## src/rtl/serial_addsub.sv

```systemverilog
// serial_addsub: bit-serial adder/subtractor, one bit per clock, LSB first.
// A single full-adder cell plus a carry/borrow flip-flop works through
// WIDTH-bit operands held in shift registers. Subtraction is done as
// a + ~b + ~cin, and the final carry is inverted to give the borrow.
//
// Ports:
//   clk, rst       rising-edge clock, synchronous active-high reset
//   start          request; accepted in IDLE or DONE (ignored while busy)
//   mode           0 = add (a+b+cin), 1 = subtract (a-b-cin)
//   a, b, cin      operands and carry/borrow-in, sampled with start
//   busy           high while bits are being processed
//   done           one-cycle pulse; result/cout/ovf valid from this cycle
//   result         sum/difference modulo 2^WIDTH (partial while busy)
//   cout           carry-out (add) or borrow-out (sub)
//   ovf            signed two's-complement overflow
module serial_addsub #(
  parameter int WIDTH = 8
) (
  input  logic             clk,
  input  logic             rst,
  input  logic             start,
  input  logic             mode,
  input  logic [WIDTH-1:0] a,
  input  logic [WIDTH-1:0] b,
  input  logic             cin,
  output logic             busy,
  output logic             done,
  output logic [WIDTH-1:0] result,
  output logic             cout,
  output logic             ovf
);

  localparam int CW = $clog2(WIDTH + 1);

  typedef enum logic [1:0] {IDLE, RUN, DONE} state_t;

  state_t          state, state_n;
  logic [WIDTH-1:0] sh_a, sh_b;
  logic            c;
  logic            mode_q;
  logic [CW-1:0]   cnt;

  logic            s, c_nxt, last, accept;

  // Full-adder cell on the current LSBs.
  always_comb begin
    s      = sh_a[0] ^ sh_b[0] ^ c;
    c_nxt  = (sh_a[0] & sh_b[0]) | (sh_a[0] & c) | (sh_b[0] & c);
    last   = (cnt == CW'(WIDTH - 1));
    accept = start && (state != RUN);
  end

  always_comb begin
    state_n = state;
    case (state)
      IDLE:    if (start) state_n = RUN;
      RUN:     if (last)  state_n = DONE;
      DONE:    state_n = start ? RUN : IDLE;
      default: state_n = IDLE;
    endcase
  end

  always_ff @(posedge clk) begin
    if (rst) begin
      state  <= IDLE;
      busy   <= 1'b0;
      done   <= 1'b0;
      result <= '0;
      cout   <= 1'b0;
      ovf    <= 1'b0;
      sh_a   <= '0;
      sh_b   <= '0;
      c      <= 1'b0;
      mode_q <= 1'b0;
      cnt    <= '0;
    end else begin
      state <= state_n;
      // Flags are registered from the next state so they line up with it.
      busy  <= (state_n == RUN);
      done  <= (state_n == DONE);
      if (accept) begin
        sh_a   <= a;
        sh_b   <= mode ? ~b : b;
        c      <= mode ? ~cin : cin;
        mode_q <= mode;
        result <= '0;
        cout   <= 1'b0;
        ovf    <= 1'b0;
        cnt    <= '0;
      end else if (state == RUN) begin
        sh_a   <= sh_a >> 1;
        sh_b   <= sh_b >> 1;
        c      <= c_nxt;
        result <= {s, result[WIDTH-1:1]};
        cnt    <= cnt + CW'(1);
        if (last) begin
          // On the MSB bit, c is the carry into the MSB, so overflow is
          // carry-in-to-MSB xor carry-out-of-MSB.
          cout <= mode_q ? ~c_nxt : c_nxt;
          ovf  <= c ^ c_nxt;
        end
      end
    end
  end

endmodule

```

## config.mk

```make
export PLATFORM = sky130hd
export DESIGN_NAME = serial_addsub
export DESIGN_NICKNAME = d
export VERILOG_FILES = /design/src/rtl/serial_addsub.sv
export SDC_FILE = /design/constraint.sdc
export NUM_CORES = 1
export LEC_CHECK = 0
export ABC_AREA = 1
export CAP_MARGIN = 25
export CELL_PAD_IN_SITES_DETAIL_PLACEMENT = 1
export CELL_PAD_IN_SITES_GLOBAL_PLACEMENT = 1
export CORE_UTILIZATION = 39
export CTS_CLUSTER_SIZE = 25
export DETAILED_ROUTE_END_ITERATION = 12
export MAX_ROUTING_LAYER = met4
export PLACE_DENSITY_LB_ADDON = 0.2
export SYNTH_ARGS = -nofsm -noshare
export SYNTH_HDL_FRONTEND = slang
export SYNTH_SLANG_ARGS = --single-unit
```

## constraint.sdc

```tcl
create_clock -name clk -period 3.34 [get_ports clk]
set_input_delay 0.668 -clock clk [delete_from_list [all_inputs] [get_ports clk]]
set_output_delay 0.668 -clock clk [all_outputs]
set_load 0.02 [all_outputs]
```

# After elaboration in Yosys (flattened, before gate mapping)
# Cells that the tools add are included.
[word_totals]
latch_bits = 0
romBits = 0
memories = 0
ff_bits = 36
ram_bits = 0
[classes]
n_div = 0
n_mul = 0
reduce_logical = 5
eq_ne = 6
shifts = 0
n_lt_le_gt_ge = 0
mux = 13
bitwise_logic = 11
add_sub_neg = 1
[ops]
columns = ["operator", "n"]
rows = [
  ["$mux 8", 5],
  ["$not 8->8", 1],
  ["$pmux 2 s3", 1],
  ["$mux 1", 5],
  ["$add 4x1->4 const B", 1],
  ["$eq 2x1->1 const B", 2],
  ["$eq 2x2->1 const B", 2],
  ["$eq 4x3->1 const B", 1],
  ["$mux 2", 2],
  ["$and 1x1->1", 3],
  ["$xor 1x1->1", 3],
  ["$logic_not 2->1", 1],
  ["$ne 2x1->1 const B", 1],
  ["$not 1->1", 2],
  ["$or 1x1->1", 2],
  ["$reduce_and 2->1", 1],
  ["$reduce_bool 2->1", 1],
  ["$reduce_or 2->1", 1],
  ["$logic_and 1x1->1", 1],
]

# Depth between registers and ports, before layout
# Gate-level depths: netlist of the first run.
[logic_depth]
word_depth = 5
mapped_depth = 7

# Worst setup path before layout of the first run
# OpenSTA, ideal clock, no wires.
[synth_path]
path_type = "input -> register"
startpoint = "input port start"
endpoint = "register cnt[0]"
setup_slack_ps = 1969
setup_time_ps = 117
arrival_time_ps = 1254
path_buffers = 2
cell_stages = 5
path_cell_list = "buf_2 > nand2_1 > nand2_1 > buf_2 > nor2_1"
[synth_via]
elab_chain_len = 2
[synth_lines]
columns = ["item", "line_no", "text"]
rows = [
  ["from (decl)", "21", "input logic start,"],
  ["$logic_and 1x1->1", "50", "accept = start && (state != RUN);"],
  ["$reduce_or 2->1 (no source line)", "n/a", ""],
  ["to (signal assigned)", "95", "cnt <= cnt + CW'(1);"],
  ["to (decl)", "41", "logic [CW-1:0] cnt;"],
]
# Every way passes these cells.
# A chain may end at the register's enable or synchronous reset.

# Worst setup path in the final report of the first run
[layout_path]
startpoint = "input port start"
endpoint = "register cnt[3]"
# Same word-level chain as after synthesis.

==> results of run 1 <==
## critical path, delay by kind of cell
kind	cells	cell delay, ps
AND/OR/NAND/NOR	4	850
buffers and inverters	3	760
## layer usage
layer,vias up,track usage (%)
met5,-,-
met4,0,8.78
met3,7,4.05
met2,30,31.8
met1,691,22.5
li1,776,-
## state kept, by name, summed over array words and instances, names as in the netlist
signal / cells
cout: 1
sh_a: 8
mode_q: 1
cnt: 4
state: 2
c: 1
result: 8
busy: 1
ovf: 1
sh_b: 8
done: 1
## area by class of cell
class / instances / area share [%]
Tap cell: 50 / 3.06
Timing Repair Buffer: 34 / 16.4
Sequential cell: 36 / 35.2
Clock buffer: 6 / 3.55
Clock inverter: 1 / 0.245
Multi-Input combinational cell: 167 / 38.6
Inverter: 16 / 2.94
## how the worst min path moves through the flow
stage and to:
6_report sh_a[7], 5_1_grt sh_a[7], 4_1_cts sh_a[7], 3_5_place_dp sh_a[7]
3_3_place_gp sh_a[7], 2_1_floorplan sh_a[7]
## through the flow
stage | utilization (%) | area [µm²]
after global placement | 48.5 | 1970
after CTS | 50.4 | 2050
final | 50.4 | 2050
after floorplan | - | 1670
after global routing | 50.4 | 2050
after detailed placement | 48.5 | 1970
## Yosys cell counts
library cell,n
nand2_4,1
nand2_1,64
inv_2,4
buf_6,5
o21ai_0,2
nand2_2,1
clkbuf_8,1
buf_2,5
inv_1,12
xor2_1,3
nor2_1,38
a21oi_1,14
xnor2_1,9
nand3_1,32
ha_1,1
nor2_4,1
dfxtp_1,36
fa_1,1
## kinds of logic (layout without fill, tap and decap cells)
family	after synthesis	count (layout)	share of synthesized area (%)
AND/OR/NAND/NOR	137	137	34.3
buffers and inverters	27	57	9.32
flip-flops	36	36	43.3
adder cells (fa/ha/maj)	2	2	1.95
XOR/XNOR	12	12	6.31
AO/OA/AOI/OAI	16	16	4.81
## where the power goes
group | switching [mW] | internal (mW)
clock | 0.149 | 0.142
combinational | 0.0726 | 0.0571
sequential | 0.0123 | 0.448
==> key figures, run 1 <==
Routing
  • Vias per cell: 4.85
  • Post-route ant nets: 0
  • Drt initial violations: 45
  • Met1 WL: 1750 µm
  • DRC errors left: 0
  • Met2 WL post-DR: 1730 µm
  • Routed met3 length: 124 µm
  • Vias: 1504
  • DRT Pass-1 Iters: 4
  • Top Layer Used: met4
  • Final wirelength: 3670 µm
  • Average wire per standard cell: 11.9 µm

Setup path
  • Reg-to-Reg Start: state[1]
  • CP max-delay cell: clkdlybuf4s50_1
  • CP Max Fanout: 13
  • Worst reg2reg path depth: 7
  • Setup crit end: cnt[3]
  • Worst Path Required: 3530 ps
  • Critical path, cell by cell: clkdlybuf4s50_1 > buf_4 > nand2_1 > nand2_1 > inv_1 > nand2_1 > nor2_1
  • CP Launch Point: start
  • Crit path launch type: input pin
  • Crit path DAT: 2280 ps
  • CP max stage delay: 460 ps
  • R2r endpoint: cnt[3]
  • Flop2flop setup slack: 1430 ps
  • Most numerous cell on the critical path: nand2_1
  • Crit end category: flop
  • Critical Setup Path Class: in -> reg

Worst hold path
  • Critical hold path startpoint: sh_a[7]
  • HP Class: reg -> reg
  • Hold depth: 2

Logic synthesis
  • Netlist cell types: 18
  • Syn_nets: 253
  • Cells after Synth: 230
  • Register bit total from synthesis: 36
  • Average cell area after synthesis: 7.24 µm²
  • Top cell type's share of synthesized area: 43.3%
  • Synth area leader: dfxtp_1
  • Largest cells by area after synthesis: dfxtp_1, nand2_1, nand3_1, nor2_1, xnor2_1
  • Syn. warnings: 0
  • Post-synthesis sequential area ratio: 43.3%
  • Synth Cell Area: 1670 µm²

Clock network
  • Worst skew pair latency: 290 ps
  • Root Driver: clkbuf_8
  • Clock tree buffer depth: 2
  • Post-CTS Resized: 0
  • CTS clock-pin slew for the worst setup and hold paths: 70 ps
  • CTS Hold Bufs: 0
  • CTS tree: done
  • Number of clock buffers inserted by TritonCTS: 5
  • CTS Sinks: 36
  • CTS H-tree depth: 2
  • Postcts setup bufs: 0

Power and ir drop
  • Pwr Total: 882 µW
  • Cell leakage power: 0.857 nW
  • Peak supply drop: 0.201 mV
  • PD cells: 431 nW/µm²

Global routing
  • Grt total ovfl: 0
  • Vias in the first global route: 1478
  • GRT Overall Usage: 19.3%
  • Antenna violations before repair: 0
  • First-pass GRT wire length: 6320 µm
  • Largest net degree at the start of global routing: 37

Timing
  • Max Slew Vio Count: 0
  • Worst-Margin Slew: 672 ps
  • Final Hold Viols: 0
  • Slew margin rel.: 55.1%
  • Final setup viols: 0
  • Worst clock skew: 4.98 ps
  • Hold WS: 471 ps
  • Setup WS post-layout: 1250 ps
  • Fmax achieved: 479 MHz
  • RSZ-0062 raised after global routing: false
  • Fin crit period: 2090 ps
  • Final TNS setup: 0 ps
  • Part of the cycle the worst path needs: 62.6%

Placed design
  • Setup WS pre-CTS: 927 ps
  • Routability cong.: 0.710
  • # port buffers: 32
  • Placed cell count: 303
  • DP HPWL: 2570 µm

Layout
  • Ant. Diodes: 0
  • Layout area overhead: 22.8%
  • Most frequent cells in the layout: nand2_1, nor2_1, dfxtp_1, nand3_1, clkdlybuf4s50_1
  • Fraction of layout instances using a drive strength above 1: 5.77%
  • Final cell count without fillers: 310
  • Fill count: 525
  • Seq. cell area: 721 µm²
  • Commonest non-fill, non-tap cell in the layout: nand2_1
  • Final nets: 283
  • Area of the multi-input gates: 790 µm²

Status
  • Status: finished clean

Floorplan
  • FP Rows: 23
  • Die Area: 4540 µm²
  • Die Height: 67.3 µm
  • Top-Level Pins: 33
  • Die Wd: 67.3 µm
  • Starting Density: 41.0%
  • Core footprint: 4060 µm²

Job
  • Max Cap Viol: 0
No activity file was read; power rests on OpenSTA's default activity.
==> run 2: changes to the inputs <==
--- a/config.mk
+++ b/config.mk
@@ -9,7 +9,7 @@
 export CAP_MARGIN = 25
 export CELL_PAD_IN_SITES_DETAIL_PLACEMENT = 1
 export CELL_PAD_IN_SITES_GLOBAL_PLACEMENT = 1
-export CORE_UTILIZATION = 39
+export CORE_UTILIZATION = 36
 export CTS_CLUSTER_SIZE = 25
 export DETAILED_ROUTE_END_ITERATION = 12
 export MAX_ROUTING_LAYER = met4
==> constraint.sdc (replaced) <==
create_clock -name clk -period 2.1 [get_ports clk]
set_input_delay 0.42 -clock clk [delete_from_list [all_inputs] [get_ports clk]]
set_output_delay 0.42 -clock clk [all_outputs]
set_load 0.02 [all_outputs]
==> run 2 against run 1 <==
- clock power rose by 61%
- global-route usage fell by 2.3 points
- worst setup slack got worse by 830 ps
- register-to-register slack got worse by 620 ps
- non-clock buffer count rose by 6
- via count rose by 1.7%
- clock-buffer cell count did not move
- cell count rose by 2.6%
- total power rose by 61%
- critical path type is now reg -> out
- largest cell class unchanged
==> key figures, run 2 (synthesis results as in run 1) <==
Status
  • Status: finished clean

Worst hold path
  • Hold Path End: result[0]
  • HP Class: reg -> reg
  • Hold depth: 2
  • Critical hold path startpoint: result[0]

Routing
  • Post-route ant nets: 0
  • DRT Pass-1 Iters: 4
  • Vias: 1529
  • Drt initial violations: 40
  • DRC errors left: 0
  • Vias per cell: 4.81
  • Average wire per standard cell: 11.8 µm
  • Final wirelength: 3750 µm

Layout
  • Most frequent cells in the layout: nand2_1, nor2_1, dfxtp_1, nand3_1, clkdlybuf4s50_1
  • Top Registers: result: 8 flops, sh_a: 8 flops, sh_b: 8 flops
  • Ant. Diodes: 0
  • Final nets: 289
  • Commonest non-fill, non-tap cell in the layout: nand2_1
  • Layout area overhead: 25.7%
  • Fraction of layout instances using a drive strength above 1: 7.89%

Setup path
  • Crit end category: primary output
  • Family with the most delay on the worst path: buffers and inverters
  • Flop2flop setup slack: 810 ps
  • CP Max Fanout: 3
  • CP max stage delay: 610 ps
  • Critical Setup Path Class: reg -> out
  • Crit path launch type: flop
  • Worst path bufs/invs: 1
  • Crit path DAT: 1260 ps
  • Worst reg2reg path depth: 7
  • Worst Path Required: 1680 ps
  • Reg-to-Reg Start: state[0]
  • R2r endpoint: sh_a[0]
  • CP max-delay cell: clkdlybuf4s50_1
  • Critical path, cell by cell: clkdlybuf4s50_1

Timing
  • Slew margin rel.: 66.9%
  • Worst-Margin Slew: 495 ps
  • RSZ-0062 raised after global routing: false
  • Final Hold Viols: 0
  • Worst clock skew: 4.69 ps
  • Setup WS post-layout: 419 ps
  • Fin crit period: 1680 ps
  • Fmax achieved: 595 MHz
  • Max Slew Vio Count: 0
  • Final setup viols: 0
  • Part of the cycle the worst path needs: 80.1%
  • Final TNS setup: 0 ps

Placed design
  • Setup WS pre-CTS: 334 ps
  • Routability cong.: 0.693
  • # port buffers: 32
  • DP HPWL: 2620 µm

Power and ir drop
  • Pwr Total: 1.42 mW
  • Peak supply drop: 0.246 mV
  • Cell leakage power: 0.886 nW
  • PD cells: 679 nW/µm²

Floorplan
  • Core footprint: 4410 µm²
  • Die Wd: 70.0 µm
  • Starting Density: 37.7%
  • Die Height: 70.0 µm
  • Top-Level Pins: 33
  • FP Rows: 24
  • Die Area: 4900 µm²

Clock network
  • Post-CTS Resized: 0
  • Worst skew pair latency: 290 ps
  • CTS Sinks: 36
  • Root Driver: clkbuf_8
  • CTS clock-pin slew for the worst setup and hold paths: 70 ps
  • CTS H-tree depth: 2
  • Clock tree buffer depth: 2
  • Number of clock buffers inserted by TritonCTS: 5
  • Postcts setup bufs: 0
  • CTS tree: done
  • CTS Hold Bufs: 0

Global routing
  • First-pass GRT wire length: 6420 µm
  • Largest net degree at the start of global routing: 36
  • Vias in the first global route: 1409
  • Antenna violations before repair: 0
  • Grt total ovfl: 0
  • GRT Overall Usage: 17.0%

Job
  • Max Cap Viol: 0
## run 2: cell types whose count changed in the layout (fill, tap and decap cells not counted)
cell	delta
buf_4	+6
## run 2: worst max path at each step
stage	startpoint	slack, ps	cells past startpoint	to
floorplan	c	900	5	cout
global placement	start	340	5	result[7]
detailed placement	rst	330	5	result[7]
CTS	result[5]	410	1	result[5]
global route	result[2]	350	1	result[2]
finish	result[5]	420	1	result[5]
## run 2: cell type report
| type | count | area, µm² |
|---|---|---|
| well taps | 52 | 65.1 |
| inverters | 16 | 60.1 |
| repair buffers | 40 | 380 |
| flip-flops and latches | 36 | 721 |
| fillers | 583 | 2320 |
| clock buffers | 6 | 72.6 |
| clock inverters | 1 | 5.00 |
| multi-input cells | 167 | 790 |
## run 2: routing by layer
metal	vias up	share of wire (%)	GRT usage, %
met1	715	49	21.1
met2	21	46	26.2
met5	-	0	-
li1	784	-	-
met3	9	2.4	3.46
met4	0	2.2	8.44
## run 2: through the flow
| step | area [µm²] | instances | utilization (%) | hold WS [ps] |
|---|---|---|---|---|
| final | 2090 | 318 | 47.4 | 464 |
| after global routing | 2090 | 318 | 47.4 | 485 |
| after CTS | 2090 | 318 | 47.4 | 465 |
| after detailed placement | 2020 | 311 | 45.7 | 454 |
| after global placement | 2020 | 311 | 45.7 | 450 |
| after floorplan | 1670 | 230 | - | 437 |
## run 2: where the power goes
| group | switching, mW | total (mW) | internal, mW |
|---|---|---|---|
| registers | 0.0192 | 0.732 | 0.713 |
| logic | 0.119 | 0.221 | 0.102 |
| clock network | 0.242 | 0.468 | 0.225 |
==> run 3: changes to the inputs <==
--- a/config.mk
+++ b/config.mk
@@ -9,7 +9,7 @@
 export CAP_MARGIN = 25
 export CELL_PAD_IN_SITES_DETAIL_PLACEMENT = 1
 export CELL_PAD_IN_SITES_GLOBAL_PLACEMENT = 1
-export CORE_UTILIZATION = 36
+export CORE_UTILIZATION = 33
 export CTS_CLUSTER_SIZE = 25
 export DETAILED_ROUTE_END_ITERATION = 12
 export MAX_ROUTING_LAYER = met4
==> constraint.sdc (replaced) <==
create_clock -name clk -period 1.4 [get_ports clk]
set_input_delay 0.28 -clock clk [delete_from_list [all_inputs] [get_ports clk]]
set_output_delay 0.28 -clock clk [all_outputs]
set_load 0.02 [all_outputs]
==> run 3 against run 2 <==
- critical path depth rose by 4
- die area rose by 8.8%
- global-route usage rose by 0.51 points
- sequential share of layout area fell by 1.6 points
- wire length rose by 3.3%
- sequential power rose by 50%
- combinational power rose by 63%
- non-clock buffer count rose by 7
- via count rose by 2.7%
- register-to-register slack got worse by 720 ps
==> key figures, run 3 (synthesis results as in run 1) <==
Clock network
  • Post-CTS Resized: 12
  • CTS Hold Bufs: 0
  • Worst skew pair latency: 280 ps
  • CTS Sinks: 36
  • CTS clock-pin slew for the worst setup and hold paths: 70 ps
  • Root Driver: clkbuf_8
  • CTS tree: done
  • CTS H-tree depth: 2
  • Clock tree buffer depth: 2
  • Postcts setup bufs: 0
  • Number of clock buffers inserted by TritonCTS: 5

Placed design
  • Placed inst area: 2110 µm²
  • Routability cong.: 0.765
  • # port buffers: 32
  • Setup WS pre-CTS: -20.4 ps
  • Placed cell count: 333
  • DP HPWL: 2870 µm

Global routing
  • Vias in the first global route: 1565
  • First-pass GRT wire length: 6930 µm
  • Grt total ovfl: 0
  • Antenna violations before repair: 0
  • Met3 usage: 4.28%
  • Global Route met2 Usage: 29.7%
  • Met1 Track Usage GR: 19.8%
  • GRT Overall Usage: 17.5%
  • Top Usage Layer GRT: met2
  • Largest net degree at the start of global routing: 24

Floorplan
  • Die Height: 73.0 µm
  • Die Area: 5330 µm²
  • Starting Density: 34.8%
  • Core footprint: 4790 µm²
  • Die Wd: 73.0 µm
  • FP Rows: 25
  • Top-Level Pins: 33

Power and ir drop
  • PD cells: 1030 nW/µm²
  • Pwr Total: 2.26 mW
  • Peak supply drop: 0.419 mV
  • Cell leakage power: 0.993 nW

Setup path
  • Worst Path Required: 1580 ps
  • Crit end category: flop
  • Flop2flop setup slack: 90 ps
  • Critical Setup Path Class: reg -> reg
  • Crit path launch type: flop
  • Crit path DAT: 1500 ps
  • Reg-to-Reg Start: c
  • R2r endpoint: cout
  • Setup crit end: cout
  • CP Max Fanout: 3
  • Worst reg2reg path depth: 5
  • CP Launch Point: c

Layout
  • Commonest non-fill, non-tap cell in the layout: nand2_1
  • Fin area: 2190 µm²
  • Layout area overhead: 31.7%
  • Most frequent cells in the layout: nand2_1, nor2_1, dfxtp_1, nand3_1, clkdlybuf4s50_1
  • Top Registers: result: 8 flops, sh_a: 8 flops, sh_b: 8 flops
  • Final nets: 296
  • Final cell count without fillers: 340
  • Ant. Diodes: 0
  • Fraction of layout instances using a drive strength above 1: 10.6%

Routing
  • DRC errors left: 0
  • Drt initial violations: 39
  • Post-route ant nets: 0
  • DRT Pass-1 Iters: 4
  • Vias per cell: 4.62
  • Average wire per standard cell: 11.4 µm
  • Vias: 1570
  • Final wirelength: 3880 µm

Worst hold path
  • Critical hold path startpoint: result[0]
  • HP Class: reg -> reg

Timing
  • Final TNS setup: 0 ps
  • Worst-Margin Slew: 292 ps
  • Setup WS post-layout: 87.0 ps
  • RSZ-0062 raised after global routing: false
  • Fmax achieved: 762 MHz
  • Final Hold Viols: 0
  • Fin crit period: 1310 ps
  • Worst clock skew: 3.14 ps
  • Slew margin rel.: 80.5%
  • Part of the cycle the worst path needs: 93.8%
  • Max Slew Vio Count: 0
  • Final setup viols: 0

Job
  • Max Cap Viol: 0

Status
  • Status: finished clean
[run 3: layout make-up]
type | count | area, µm²
inverters | 16 | 60.1
clock buffers | 7 | 96.3
well taps | 67 | 83.8
repair buffers | 47 | 443
multi-input cells | 167 | 790
flip-flops and latches | 36 | 721
fillers | 635 | 2590
[run 3: metal layers]
metal	routed length (µm)	up-vias	part of all wire, %
met3	129	5	3.3
li1	-	801	-
met1	1820	735	47
met2	1870	29	48
met5	0	-	0
met4	65	0	1.7
[run 3: report_power, final]
part | internal [mW] | leakage, nW | total (mW) | switching [mW]
logic | 0.176 | 0.649 | 0.360 | 0.184
clock network | 0.438 | 0.0503 | 0.801 | 0.363
registers | 1.07 | 0.294 | 1.10 | 0.0299
[run 3: worst max-delay path, cell delays in order (launching register included)]
cell and delay (ps):
dfxtp_1 360, fa_1 510, xnor2_1 180, nand2_1 70
nand2_1 60, nor2_1 30
[run 3: how the worst min path moves through the flow]
stage,to,slack [ps],depth (start not counted)
4_1_cts,result[0],470,2
3_3_place_gp,result[0],450,2
3_5_place_dp,result[0],460,2
5_1_grt,result[0],500,2
6_report,result[0],460,2
2_1_floorplan,busy,350,1
[run 3: per-stage QoR]
stage	util, %	hold slack, ps
after global routing	45.8	500
final	45.8	460
after floorplan	-	349
after detailed placement	44.1	459
after CTS	45.8	468
after global placement	44.1	451
